$ cat src/rtl/adc_scan_pkg.sv
// rtl/adc_scan_pkg.sv - shared types and ADS1115 helpers for the ADC scan controller
// Contents: scan FSM state enum, ADC register pointer constants, and the
// config high-byte builder used for each single-shot conversion request.
package adc_scan_pkg;

  typedef enum logic [3:0] {
    IDLE,
    CFG_START,
    CFG_WAIT,
    CONV_WAIT,
    PTR_START,
    PTR_WAIT,
    RD_START,
    RD_WAIT,
    PUBLISH
  } state_t;

  localparam logic [7:0] REG_CONV = 8'h00;
  localparam logic [7:0] REG_CFG  = 8'h01;

  // {OS=1, MUX=1xx (single-ended AINx vs GND), PGA, MODE=1 (single-shot)}
  function automatic logic [7:0] cfg_msb(input logic [1:0] ch, input logic [2:0] pga);
    return {1'b1, 1'b1, ch, pga, 1'b1};
  endfunction

endpackage

$ cat src/rtl/adc_scan_controller_if.sv
// rtl/adc_scan_controller_if.sv - request/response bundle between the scan controller and i2c_master
// master modport (scan controller): drives i2c_start, i2c_rd_nwr, i2c_slave_addr,
//   i2c_din, i2c_bytes_num; receives i2c_dout, i2c_done.
// slave modport (i2c_master side): the mirror image.
// Byte [0] of i2c_din / i2c_dout is the first byte on the wire.
interface adc_scan_controller_if #(
  parameter int MAX_BYTES = 3
);
  localparam int BNW = $clog2(MAX_BYTES + 1);

  logic                      i2c_start;
  logic                      i2c_rd_nwr;
  logic [6:0]                i2c_slave_addr;
  logic [MAX_BYTES-1:0][7:0] i2c_din;
  logic [BNW-1:0]            i2c_bytes_num;
  logic [MAX_BYTES-1:0][7:0] i2c_dout;
  logic                      i2c_done;

  modport master (
    output i2c_start, i2c_rd_nwr, i2c_slave_addr, i2c_din, i2c_bytes_num,
    input  i2c_dout, i2c_done
  );

  modport slave (
    input  i2c_start, i2c_rd_nwr, i2c_slave_addr, i2c_din, i2c_bytes_num,
    output i2c_dout, i2c_done
  );

endinterface

$ cat src/rtl/cycle_timer.sv
// rtl/cycle_timer.sv - clearable up-counter with terminal-count flag
// Ports: clk, reset (sync, active-low), clear (zero the count, wins over en),
//   en (count up), limit (terminal value), tc (count == limit).
module cycle_timer #(
  parameter int WIDTH = 21
) (
  input  logic             clk,
  input  logic             reset,
  input  logic             clear,
  input  logic             en,
  input  logic [WIDTH-1:0] limit,
  output logic             tc
);

  logic [WIDTH-1:0] count;

  always_ff @(posedge clk) begin
    if (!reset) begin
      count <= '0;
    end else if (clear) begin
      count <= '0;
    end else if (en) begin
      count <= count + 1'b1;
    end
  end

  assign tc = (count == limit);

endmodule

$ cat src/rtl/adc_scan_controller.sv
// rtl/adc_scan_controller.sv - sequences i2c_master to scan an ADS1115-style 4-channel ADC
// Ports: clk, reset (sync, active-low), enable (level, keep scanning),
//   bus (master side of the i2c_master request/response bundle),
//   sample/sample_ch (last result and its channel), sample_valid (pulse),
//   scan_done (pulse with the last channel's sample_valid), busy (not idle),
//   timeout_err (sticky until reset).
// Per channel: config write (single-shot), conversion wait, pointer write, 2-byte read.
module adc_scan_controller
  import adc_scan_pkg::*;
#(
  parameter logic [6:0] SLAVE_ADDR                = 7'h48,
  parameter int         NUM_CHANNELS              = 4,
  parameter int         MAX_BYTES_PER_TRANSACTION = 3,
  parameter logic [2:0] PGA_BITS                  = 3'b001,
  parameter logic [7:0] CFG_LSB                   = 8'hE3,
  parameter int         CONV_WAIT_CYCLES          = 150000,
  parameter int         TIMEOUT_CYCLES            = 2000000
) (
  input  logic                         clk,
  input  logic                         reset,
  input  logic                         enable,
  adc_scan_controller_if.master        bus,
  output logic [15:0]                  sample,
  output logic [1:0]                   sample_ch,
  output logic                         sample_valid,
  output logic                         scan_done,
  output logic                         busy,
  output logic                         timeout_err
);

  localparam int BNW  = $clog2(MAX_BYTES_PER_TRANSACTION + 1);
  localparam int TMAX = (CONV_WAIT_CYCLES > TIMEOUT_CYCLES) ? CONV_WAIT_CYCLES : TIMEOUT_CYCLES;
  localparam int TW   = $clog2(TMAX + 1);
  localparam logic [1:0] LAST_CH = 2'(NUM_CHANNELS - 1);

  state_t          state, state_next;
  logic [1:0]      ch;
  logic            waiting;
  logic            timeout_hit;
  logic            timer_en;
  logic            timer_clear;
  logic            timer_tc;
  logic [TW-1:0]   timer_limit;
  logic            unused_dout;

  assign waiting     = (state == CFG_WAIT) || (state == PTR_WAIT) || (state == RD_WAIT);
  assign timeout_hit = waiting && !bus.i2c_done && timer_tc;

  // One timer serves both the conversion wait and the transaction watchdog;
  // every state change restarts it from zero.
  assign timer_en    = waiting || (state == CONV_WAIT);
  assign timer_clear = (state_next != state);
  assign timer_limit = (state == CONV_WAIT) ? TW'(CONV_WAIT_CYCLES - 1)
                                            : TW'(TIMEOUT_CYCLES - 1);

  // Third read byte is never requested.
  assign unused_dout = ^bus.i2c_dout[MAX_BYTES_PER_TRANSACTION-1:2];

  cycle_timer #(.WIDTH(TW)) u_timer (
    .clk   (clk),
    .reset (reset),
    .clear (timer_clear),
    .en    (timer_en),
    .limit (timer_limit),
    .tc    (timer_tc)
  );

  always_ff @(posedge clk) begin
    if (!reset) begin
      state <= IDLE;
    end else begin
      state <= state_next;
    end
  end

  always_comb begin
    state_next = state;
    case (state)
      IDLE:      if (enable) state_next = CFG_START;
      CFG_START: state_next = CFG_WAIT;
      CFG_WAIT:  if (bus.i2c_done) state_next = CONV_WAIT;
                 else if (timeout_hit) state_next = IDLE;
      CONV_WAIT: if (timer_tc) state_next = PTR_START;
      PTR_START: state_next = PTR_WAIT;
      PTR_WAIT:  if (bus.i2c_done) state_next = RD_START;
                 else if (timeout_hit) state_next = IDLE;
      RD_START:  state_next = RD_WAIT;
      RD_WAIT:   if (bus.i2c_done) state_next = PUBLISH;
                 else if (timeout_hit) state_next = IDLE;
      PUBLISH:   state_next = enable ? CFG_START : IDLE;
      default:   state_next = IDLE;
    endcase
  end

  // Request fields are decoded from the START/WAIT pair, so they stay put
  // from the start pulse through the done cycle.
  always_comb begin
    bus.i2c_start      = 1'b0;
    bus.i2c_rd_nwr     = 1'b0;
    bus.i2c_bytes_num  = '0;
    bus.i2c_din        = '0;
    bus.i2c_slave_addr = SLAVE_ADDR;
    busy               = (state != IDLE);
    case (state)
      CFG_START, CFG_WAIT: begin
        bus.i2c_start     = (state == CFG_START);
        bus.i2c_bytes_num = BNW'(3);
        bus.i2c_din[0]    = REG_CFG;
        bus.i2c_din[1]    = cfg_msb(ch, PGA_BITS);
        bus.i2c_din[2]    = CFG_LSB;
      end
      PTR_START, PTR_WAIT: begin
        bus.i2c_start     = (state == PTR_START);
        bus.i2c_bytes_num = BNW'(1);
        bus.i2c_din[0]    = REG_CONV;
      end
      RD_START, RD_WAIT: begin
        bus.i2c_start     = (state == RD_START);
        bus.i2c_rd_nwr    = 1'b1;
        bus.i2c_bytes_num = BNW'(2);
      end
      default: ;
    endcase
  end

  // Sample is captured on the read's done edge so sample_valid is high
  // during PUBLISH, one cycle after i2c_done.
  always_ff @(posedge clk) begin
    if (!reset) begin
      ch           <= '0;
      sample       <= '0;
      sample_ch    <= '0;
      sample_valid <= 1'b0;
      scan_done    <= 1'b0;
      timeout_err  <= 1'b0;
    end else begin
      sample_valid <= 1'b0;
      scan_done    <= 1'b0;
      if (state == RD_WAIT && bus.i2c_done) begin
        sample       <= {bus.i2c_dout[0], bus.i2c_dout[1]};
        sample_ch    <= ch;
        sample_valid <= 1'b1;
        scan_done    <= (ch == LAST_CH);
      end
      if (state == PUBLISH) begin
        ch <= (ch == LAST_CH) ? 2'd0 : ch + 2'd1;
      end
      if (timeout_hit) begin
        timeout_err <= 1'b1;
      end
    end
  end

endmodule

$ cat src/flat_wrapper.sv
// flat-port wrapper written by rule: the top's interface ports become plain ports
module adc_scan_controller_flat import adc_scan_pkg::*;
#(
  parameter logic [6:0] SLAVE_ADDR                = 7'h48,
  parameter int         NUM_CHANNELS              = 4,
  parameter int         MAX_BYTES_PER_TRANSACTION = 3,
  parameter logic [2:0] PGA_BITS                  = 3'b001,
  parameter logic [7:0] CFG_LSB                   = 8'hE3,
  parameter int         CONV_WAIT_CYCLES          = 150000,
  parameter int         TIMEOUT_CYCLES            = 2000000
)
  (clk, reset, enable, sample, sample_ch, sample_valid, scan_done, busy, timeout_err, bus_i2c_start, bus_i2c_rd_nwr, bus_i2c_slave_addr, bus_i2c_din, bus_i2c_bytes_num, bus_i2c_dout, bus_i2c_done);
  adc_scan_controller_if #(.MAX_BYTES(3)) bus_i ();
  input  logic clk;
  input  logic reset;
  input  logic enable;
  output logic [15:0] sample;
  output logic [1:0] sample_ch;
  output logic sample_valid;
  output logic scan_done;
  output logic busy;
  output logic timeout_err;
  output wire logic [$bits(bus_i.i2c_start)-1:0] bus_i2c_start;
  output wire logic [$bits(bus_i.i2c_rd_nwr)-1:0] bus_i2c_rd_nwr;
  output wire logic [$bits(bus_i.i2c_slave_addr)-1:0] bus_i2c_slave_addr;
  output wire logic [$bits(bus_i.i2c_din)-1:0] bus_i2c_din;
  output wire logic [$bits(bus_i.i2c_bytes_num)-1:0] bus_i2c_bytes_num;
  input wire logic [$bits(bus_i.i2c_dout)-1:0] bus_i2c_dout;
  input wire logic [$bits(bus_i.i2c_done)-1:0] bus_i2c_done;
  assign bus_i2c_start = bus_i.i2c_start;
  assign bus_i2c_rd_nwr = bus_i.i2c_rd_nwr;
  assign bus_i2c_slave_addr = bus_i.i2c_slave_addr;
  assign bus_i2c_din = bus_i.i2c_din;
  assign bus_i2c_bytes_num = bus_i.i2c_bytes_num;
  assign bus_i.i2c_dout = bus_i2c_dout;
  assign bus_i.i2c_done = bus_i2c_done;
  adc_scan_controller #(.SLAVE_ADDR(SLAVE_ADDR), .NUM_CHANNELS(NUM_CHANNELS), .MAX_BYTES_PER_TRANSACTION(MAX_BYTES_PER_TRANSACTION), .PGA_BITS(PGA_BITS), .CFG_LSB(CFG_LSB), .CONV_WAIT_CYCLES(CONV_WAIT_CYCLES), .TIMEOUT_CYCLES(TIMEOUT_CYCLES)) u_core (.clk(clk), .reset(reset), .enable(enable), .bus(bus_i), .sample(sample), .sample_ch(sample_ch), .sample_valid(sample_valid), .scan_done(scan_done), .busy(busy), .timeout_err(timeout_err));
endmodule
$ cat config.mk
export PLATFORM = sky130hd
export DESIGN_NAME = adc_scan_controller_flat
export DESIGN_NICKNAME = d
export VERILOG_FILES = /design/src/rtl/adc_scan_pkg.sv /design/src/rtl/adc_scan_controller_if.sv /design/src/rtl/cycle_timer.sv /design/src/rtl/adc_scan_controller.sv /design/src/flat_wrapper.sv
export SDC_FILE = /design/constraint.sdc
export NUM_CORES = 1
export LEC_CHECK = 0
export BUFFER_PORTS_ARGS = -buffer_cell sky130_fd_sc_hd__buf_2
export CAP_MARGIN = 20
export CORE_UTILIZATION = 30
export DETAILED_ROUTE_END_ITERATION = 7
export PLACE_DENSITY_LB_ADDON = 0.08
export SYNTH_ARGS = -nofsm -noshare
export SYNTH_HDL_FRONTEND = slang
export SYNTH_SLANG_ARGS = --single-unit
$ cat constraint.sdc
create_clock -name clk -period 2.4 [get_ports clk]
set_input_delay 0.36 -clock clk [delete_from_list [all_inputs] [get_ports clk]]
set_output_delay 0.36 -clock clk [all_outputs]
set_load 0.02 [all_outputs]
== Word level (Yosys, flattened, before mapping) ==
Index checks and enable logic that the tools add are counted.

* Register bits: 48
* Input bits: 28

* Add/subtract/negate cells: 2
* Equality and inequality tests: 11
* Mux-type cells: 16
* Bitwise gates (word level): 1
* Reductions and logical operators: 14

{| class="wikitable"
|+ Operator list
! cell !! number
|-
| 4-bit case mux with 9 select lines || 1
|-
| 4-bit two-way mux || 6
|-
| 21-bit by 1-bit adder with 21-bit output (second input constant) || 1
|-
| 21-bit equality test || 1
|-
| 21-bit two-way mux || 1
|-
| 4-bit by 3-bit equality test with 1-bit output (second input constant) || 4
|-
| 16-bit two-way mux || 1
|-
| 4-bit by 2-bit equality test with 1-bit output (second input constant) || 2
|-
| 2-bit OR reduction || 4
|-
| 2-bit case mux with 3 select lines || 1
|-
| 4-bit by 1-bit equality test with 1-bit output (second input constant) || 1
|-
| 4-bit equality test (second input constant) || 1
|-
| 4-bit zero test || 1
|-
| 1-bit two-way mux || 4
|-
| 4-bit != test || 1
|-
| 4-bit nonzero test || 1
|-
| 1-bit logical AND || 3
|-
| 1-bit logical OR || 3
|-
| 1-bit case mux with 3 select lines || 1
|-
| 2-bit by 1-bit adder with 2-bit output (second input constant) || 1
|-
| 2-bit equality test (second input constant) || 1
|-
| 2-bit two-way mux || 1
|-
| 2-bit AND reduction || 1
|-
| 1-bit zero test || 1
|-
| 1-bit inverter || 1
|}

== Logic depth before layout (Yosys ltp) ==
* Depth after elaboration: 10
* Mapped depth: 8

== By module ==
From an unflattened synthesis, not the netlist that was laid out.

* Cell total of the unflattened synthesis: 322
* Area, all modules: 2676.3 um^2

{| class="wikitable"
|+ By module, submodules not included
! module !! instances !! cells an instance !! area an instance (um^2) !! seq. area each (um^2)
|-
| adc_scan_controller || 1 || 179 || 1470.2 || 540.5
|-
| cycle_timer || 1 || 143 || 1206.2 || 420.4
|}

== Worst setup path before layout ==
OpenSTA, ideal clock, no wires.

* Path type: register to output
* From: reg u_core.state[0]
* To: out bus_i2c_din[12]
* Arrival time: 2.188 ns
* Required time: 2.040 ns
* Path slack: -0.148 ns
* Cell stages (with the launch flop): 6
* Buffers on the path: 2
* Cells stage by stage: dfxtp_1 clkbuf_2 buf_1 xnor2_1 nor3_1 and2_1

* Word-level cells in the longest chain between the ends: 3

{| class="wikitable"
|+ Ends and longest elaborated chain
! item !! line !! source
|-
| from (decl) || adc_scan_controller.sv:36 || <nowiki>state_t state, state_next;</nowiki>
|-
| from (signal assigned) || adc_scan_controller.sv:72 || <nowiki>state <= state_next;</nowiki>
|-
| 4-bit by 1-bit equality test with 1-bit output / 4-bit by 2-bit equality test with 1-bit output (equally long branches) || adc_scan_controller.sv:104 || <nowiki>case (state)</nowiki>
|-
| 2-bit OR reduction * || adc_scan_controller.sv:104 ||
|-
| 16-bit two-way mux * || adc_scan_controller.sv:104 ||
|-
| to (decl) || flat_wrapper.sv:26 || <nowiki>output wire logic [$bits(bus_i.i2c_din)-1:0] bus_i2c_din;</nowiki>
|}

Mark *: on every way between the ends. The rest lies on a longest branch, timed or not.

== Final worst setup path ==
* From: reg u_core.state[2]
* To: reg u_core.u_timer.count[10]

* Word-level cells in the longest chain between the ends: 10

{| class="wikitable"
|+ Ends and longest elaborated chain
! item !! line !! source
|-
| parallel branches: the longest is 10 deep, another holds 21-bit two-way mux || -- ||
|-
| to (signal assigned) || cycle_timer.sv:23 || <nowiki>count <= count + 1'b1;</nowiki>
|-
| to (decl) || cycle_timer.sv:15 || <nowiki>logic [WIDTH-1:0] count;</nowiki>
|}

Parallel ways; which one is timed is not known.
A chain may end at the register's enable or synchronous reset.

==> flow_metrics.env <==
export IMPL_rr_startpoint="u_core.state[2]$_SDFF_PN0_"
export IMPL_tritoncts="built"
export IMPL_vias=2165
export IMPL_avgSynthCellArea_um2=8.26
export IMPL_die_area_mm2=0.00905
export IMPL_skew_ns=0.0139
export IMPL_syn2layout_area_growth_pct=14.8
export IMPL_period_needed_ns=2.11
export IMPL_routed_wirelength_mm=5.82
export IMPL_netlist_instances=315
export IMPL_ant_nets=0
export IMPL_crit_required_ns=2.56
export IMPL_synth_cell_area_mm2=0.00260
export IMPL_tightest_slew_ns=0.700
export IMPL_hold_viol=0
export IMPL_drc_errors=0
export IMPL_dp_hpwl_mm=4.07
export IMPL_period_share_pct=88.1
export IMPL_synth_largest_area_cell="dfxtp_1"
export IMPL_htree_levels=2
export IMPL_maxSlewHeadroom_pct=52.0
export IMPL_antennaDiodeCount=0
export IMPL_crit_end="u_core.u_timer.count[10]$_SDFFE_PP0P_"
export IMPL_yosys_warnings=0
export IMPL_synth_top_family_by_area="simple AND/OR/NAND/NOR gates"
export IMPL_grt_overflow=0
export IMPL_startpoint="u_core.state[2]$_SDFF_PN0_"
export IMPL_crit_type="reg -> reg"
export IMPL_routabilityCongestion=0.760
export IMPL_ctsHoldBuffers=0
export IMPL_ff2ff_setup_slack_ns=0.29
export IMPL_cp_max_fo=11
export IMPL_worst_path_max_delay_cell="nor4bb_1"
export IMPL_setup_viol=0
export IMPL_vias_per_cell=4.63
export IMPL_yosysTopAreaCellShare_pct=36.9
export IMPL_clk_latency_ns=0.31
export IMPL_rows=33
export IMPL_die_y_um=95.1
export IMPL_first_pass_iters=4
export IMPL_drive_gt1_share_pct=23.4
export IMPL_synth_cell_types=49
export IMPL_grt_max_degree=27
export IMPL_cpPeakStageDelay_ns=0.53
export IMPL_end_kind="flop"
export IMPL_fin_nets=392
export IMPL_ys_seq_area_share_pct=36.9
export IMPL_clock_path_buffers=2
export IMPL_r2r_end="u_core.u_timer.count[10]$_SDFFE_PP0P_"
export IMPL_synth_area_mux_share_pct=1.54
export IMPL_crit_path_start_kind="flop"
export IMPL_numClockSinks=48
export IMPL_fmax_ghz=0.473
export IMPL_post_cts_buffers=0
export IMPL_pin_count=85
export IMPL_crit_arrival_ns=2.28
export IMPL_synthSimpleGateAreaFrac_pct=29.5
export IMPL_finalMaxSlewViolations=0
export IMPL_worstPathCellList="nand4bb_1 -> nor4bb_1 -> o211ai_2 -> a31oi_2 -> buf_4 -> a2111oi_0"
export IMPL_p_leak_uw=0.00117
export IMPL_io_buffers=57
export IMPL_yosys_top_cells_area="dfxtp_1 (37%), buf_4 (8.1%), nand2_1 (7.4%)"
export IMPL_cts_resized_gates=0
export IMPL_numCtsBuffers=5
export IMPL_synth_xor_area_share_pct=6.73
export IMPL_run_status="completed"
export IMPL_synthAdderAreaFrac_pct=0.962
export IMPL_core_region_area_mm2=0.00830
export IMPL_grt_pass1_vias=1951
export IMPL_maxCapViolations=0
export IMPL_die_w_um=95.1
export IMPL_hp_class="in -> reg"
export IMPL_synth_compound_area_share_pct=12.3
export IMPL_rr_worst_depth=6
export IMPL_antenna_found_initial=0
export IMPL_peakVddDrop_v=0.000188
export IMPL_power_density_mw_per_mm2=629
export IMPL_rsz0062_at_grt="no"
export IMPL_wire_per_inst_um=12.4
export IMPL_dp_slack_ns=0.290
export IMPL_path_clk_slew_ns=0.10
export IMPL_place_inst=460
export IMPL_track_usage_pct=13.4
export IMPL_grt_pass1_wl_mm=9.49
export IMPL_initial_core_util_pct=31.4
export IMPL_clock_tree_root_cell="clkbuf_8"
export IMPL_setup_tns_ns=0
export IMPL_ys_ff_latch=48
export IMPL_instances_no_fill=468
export IMPL_drtIter0Drc=53
export IMPL_fin_ws_ns=0.285
[per-layer routing]
layer | vias to the layer above | global-route usage [%] | share of wire [%]
met2 | 62 | 19.9 | 43
met3 | 6 | 3.27 | 5.2
met1 | 975 | 18.7 | 50
li1 | 1122 | - | -
met4 | 0 | 4.55 | 1.3
met5 | - | 0 | 0
[sequential cells by signal, indices dropped and copies added, names as in the netlist]
signal and cells:
u_core.ch 2, u_core.sample 16, u_core.sample_ch 2, u_core.sample_valid 1
u_core.scan_done 1, u_core.state 4, u_core.timeout_err 1, u_core.u_timer.count 21
[metrics by stage]
stage               power (uW)  hold slack (ns)  utilization, %  cell area (um2)
floorplan                 1240            0.466               -             2670
global placement          1290            0.447            34.6             2870
detailed placement        1290            0.453            34.6             2870
global route              1990            0.276            36.0             2990
finish                    1880            0.285            36.0             2990
CTS                       1910            0.274            36.0             2990
[logic make-up after synthesis]
logic type	count (synthesis)
flops	48
simple gates	147
other cells	2
mux	4
compound gates	44
xor+xnor	20
buf+inv	48
fa+ha+maj	2
[cells in the mapped netlist (all sizes together)]
cell type / number
buf: 35
and2: 4
a21oi: 6
nand2b: 2
dfxtp: 48
o21bai: 1
o31a: 1
ha: 2
nor4: 4
mux2i: 4
or4: 1
nor2b: 3
nor2: 23
a21boi: 18
xnor2: 7
and3: 7
conb: 2
nor3b: 2
xor2: 13
o211ai: 3
nand3b: 4
a211o: 1
o21ai: 3
nor3: 17
nand2: 51
a211oi: 2
or3b: 2
a2111oi: 1
clkbuf: 9
and4: 2
o21a: 4
or2: 2
nand4bb: 1
nand3: 14
inv: 4
o2bb2ai: 1
nand4: 6
a31oi: 3
nor4bb: 2
[critical path: cells and delay by family, from the launching register on]
kind	cells	cell delay, ns
AOI/OAI and AO/OA	3	0.41
DFF	1	0.49
and+or+nand+nor	2	0.84
buffers and inverters	1	0.21
[area by class of cell]
cell class | count | area, um2
fill | 882 | 5310
timing repair buffer | 67 | 360
inverter | 4 | 15.0
multi-input combinational | 236 | 1400
tap | 105 | 131
sequential | 48 | 961
clock buffer | 5 | 68.8
clock inverter | 3 | 46.3
[cell usage in the layout (no fill, tap or decap), types with 3 or more instances in the layout]
cell,count
a21boi_0,18
nor2_1,23
nor2b_1,3
nand2_1,51
nor3_1,16
buf_2,57
mux2i_1,4
clkbuf_8,5
xnor2_1,7
dfxtp_1,48
o21a_1,4
a21oi_1,6
nand4_1,6
inv_1,4
buf_4,10
conb_1,19
nand3_1,14
nand3b_1,4
and3_1,7
and2_1,4
xor2_1,13
[power by group]
part           total, uW  leakage [uW]  switching (uW)  internal (uW)
clock                610     0.0000548             295            314
combinational        454      0.000732             303            151
sequential           814      0.000387            9.65            804
[worst min-delay path by stage]
stage / to / depth (start not counted) / startpoint / slack (ns)
2_1_floorplan: u_core.sample_ch[1]$_SDFFE_PN0P_ / 2 / u_core.ch[1]$_SDFFE_PN0N_ / 0.47
3_3_place_gp: u_core.sample[10]$_SDFFE_PN0P_ / 2 / u_core.sample[10]$_SDFFE_PN0P_ / 0.45
3_5_place_dp: u_core.sample[10]$_SDFFE_PN0P_ / 2 / u_core.sample[10]$_SDFFE_PN0P_ / 0.45
4_1_cts: u_core.sample[6]$_SDFFE_PN0P_ / 3 / bus_i2c_dout[14] / 0.27
5_1_grt: u_core.sample[3]$_SDFFE_PN0P_ / 3 / bus_i2c_dout[11] / 0.28
6_report: u_core.sample[6]$_SDFFE_PN0P_ / 3 / bus_i2c_dout[14] / 0.28
(Power assumes the default switching activity.)
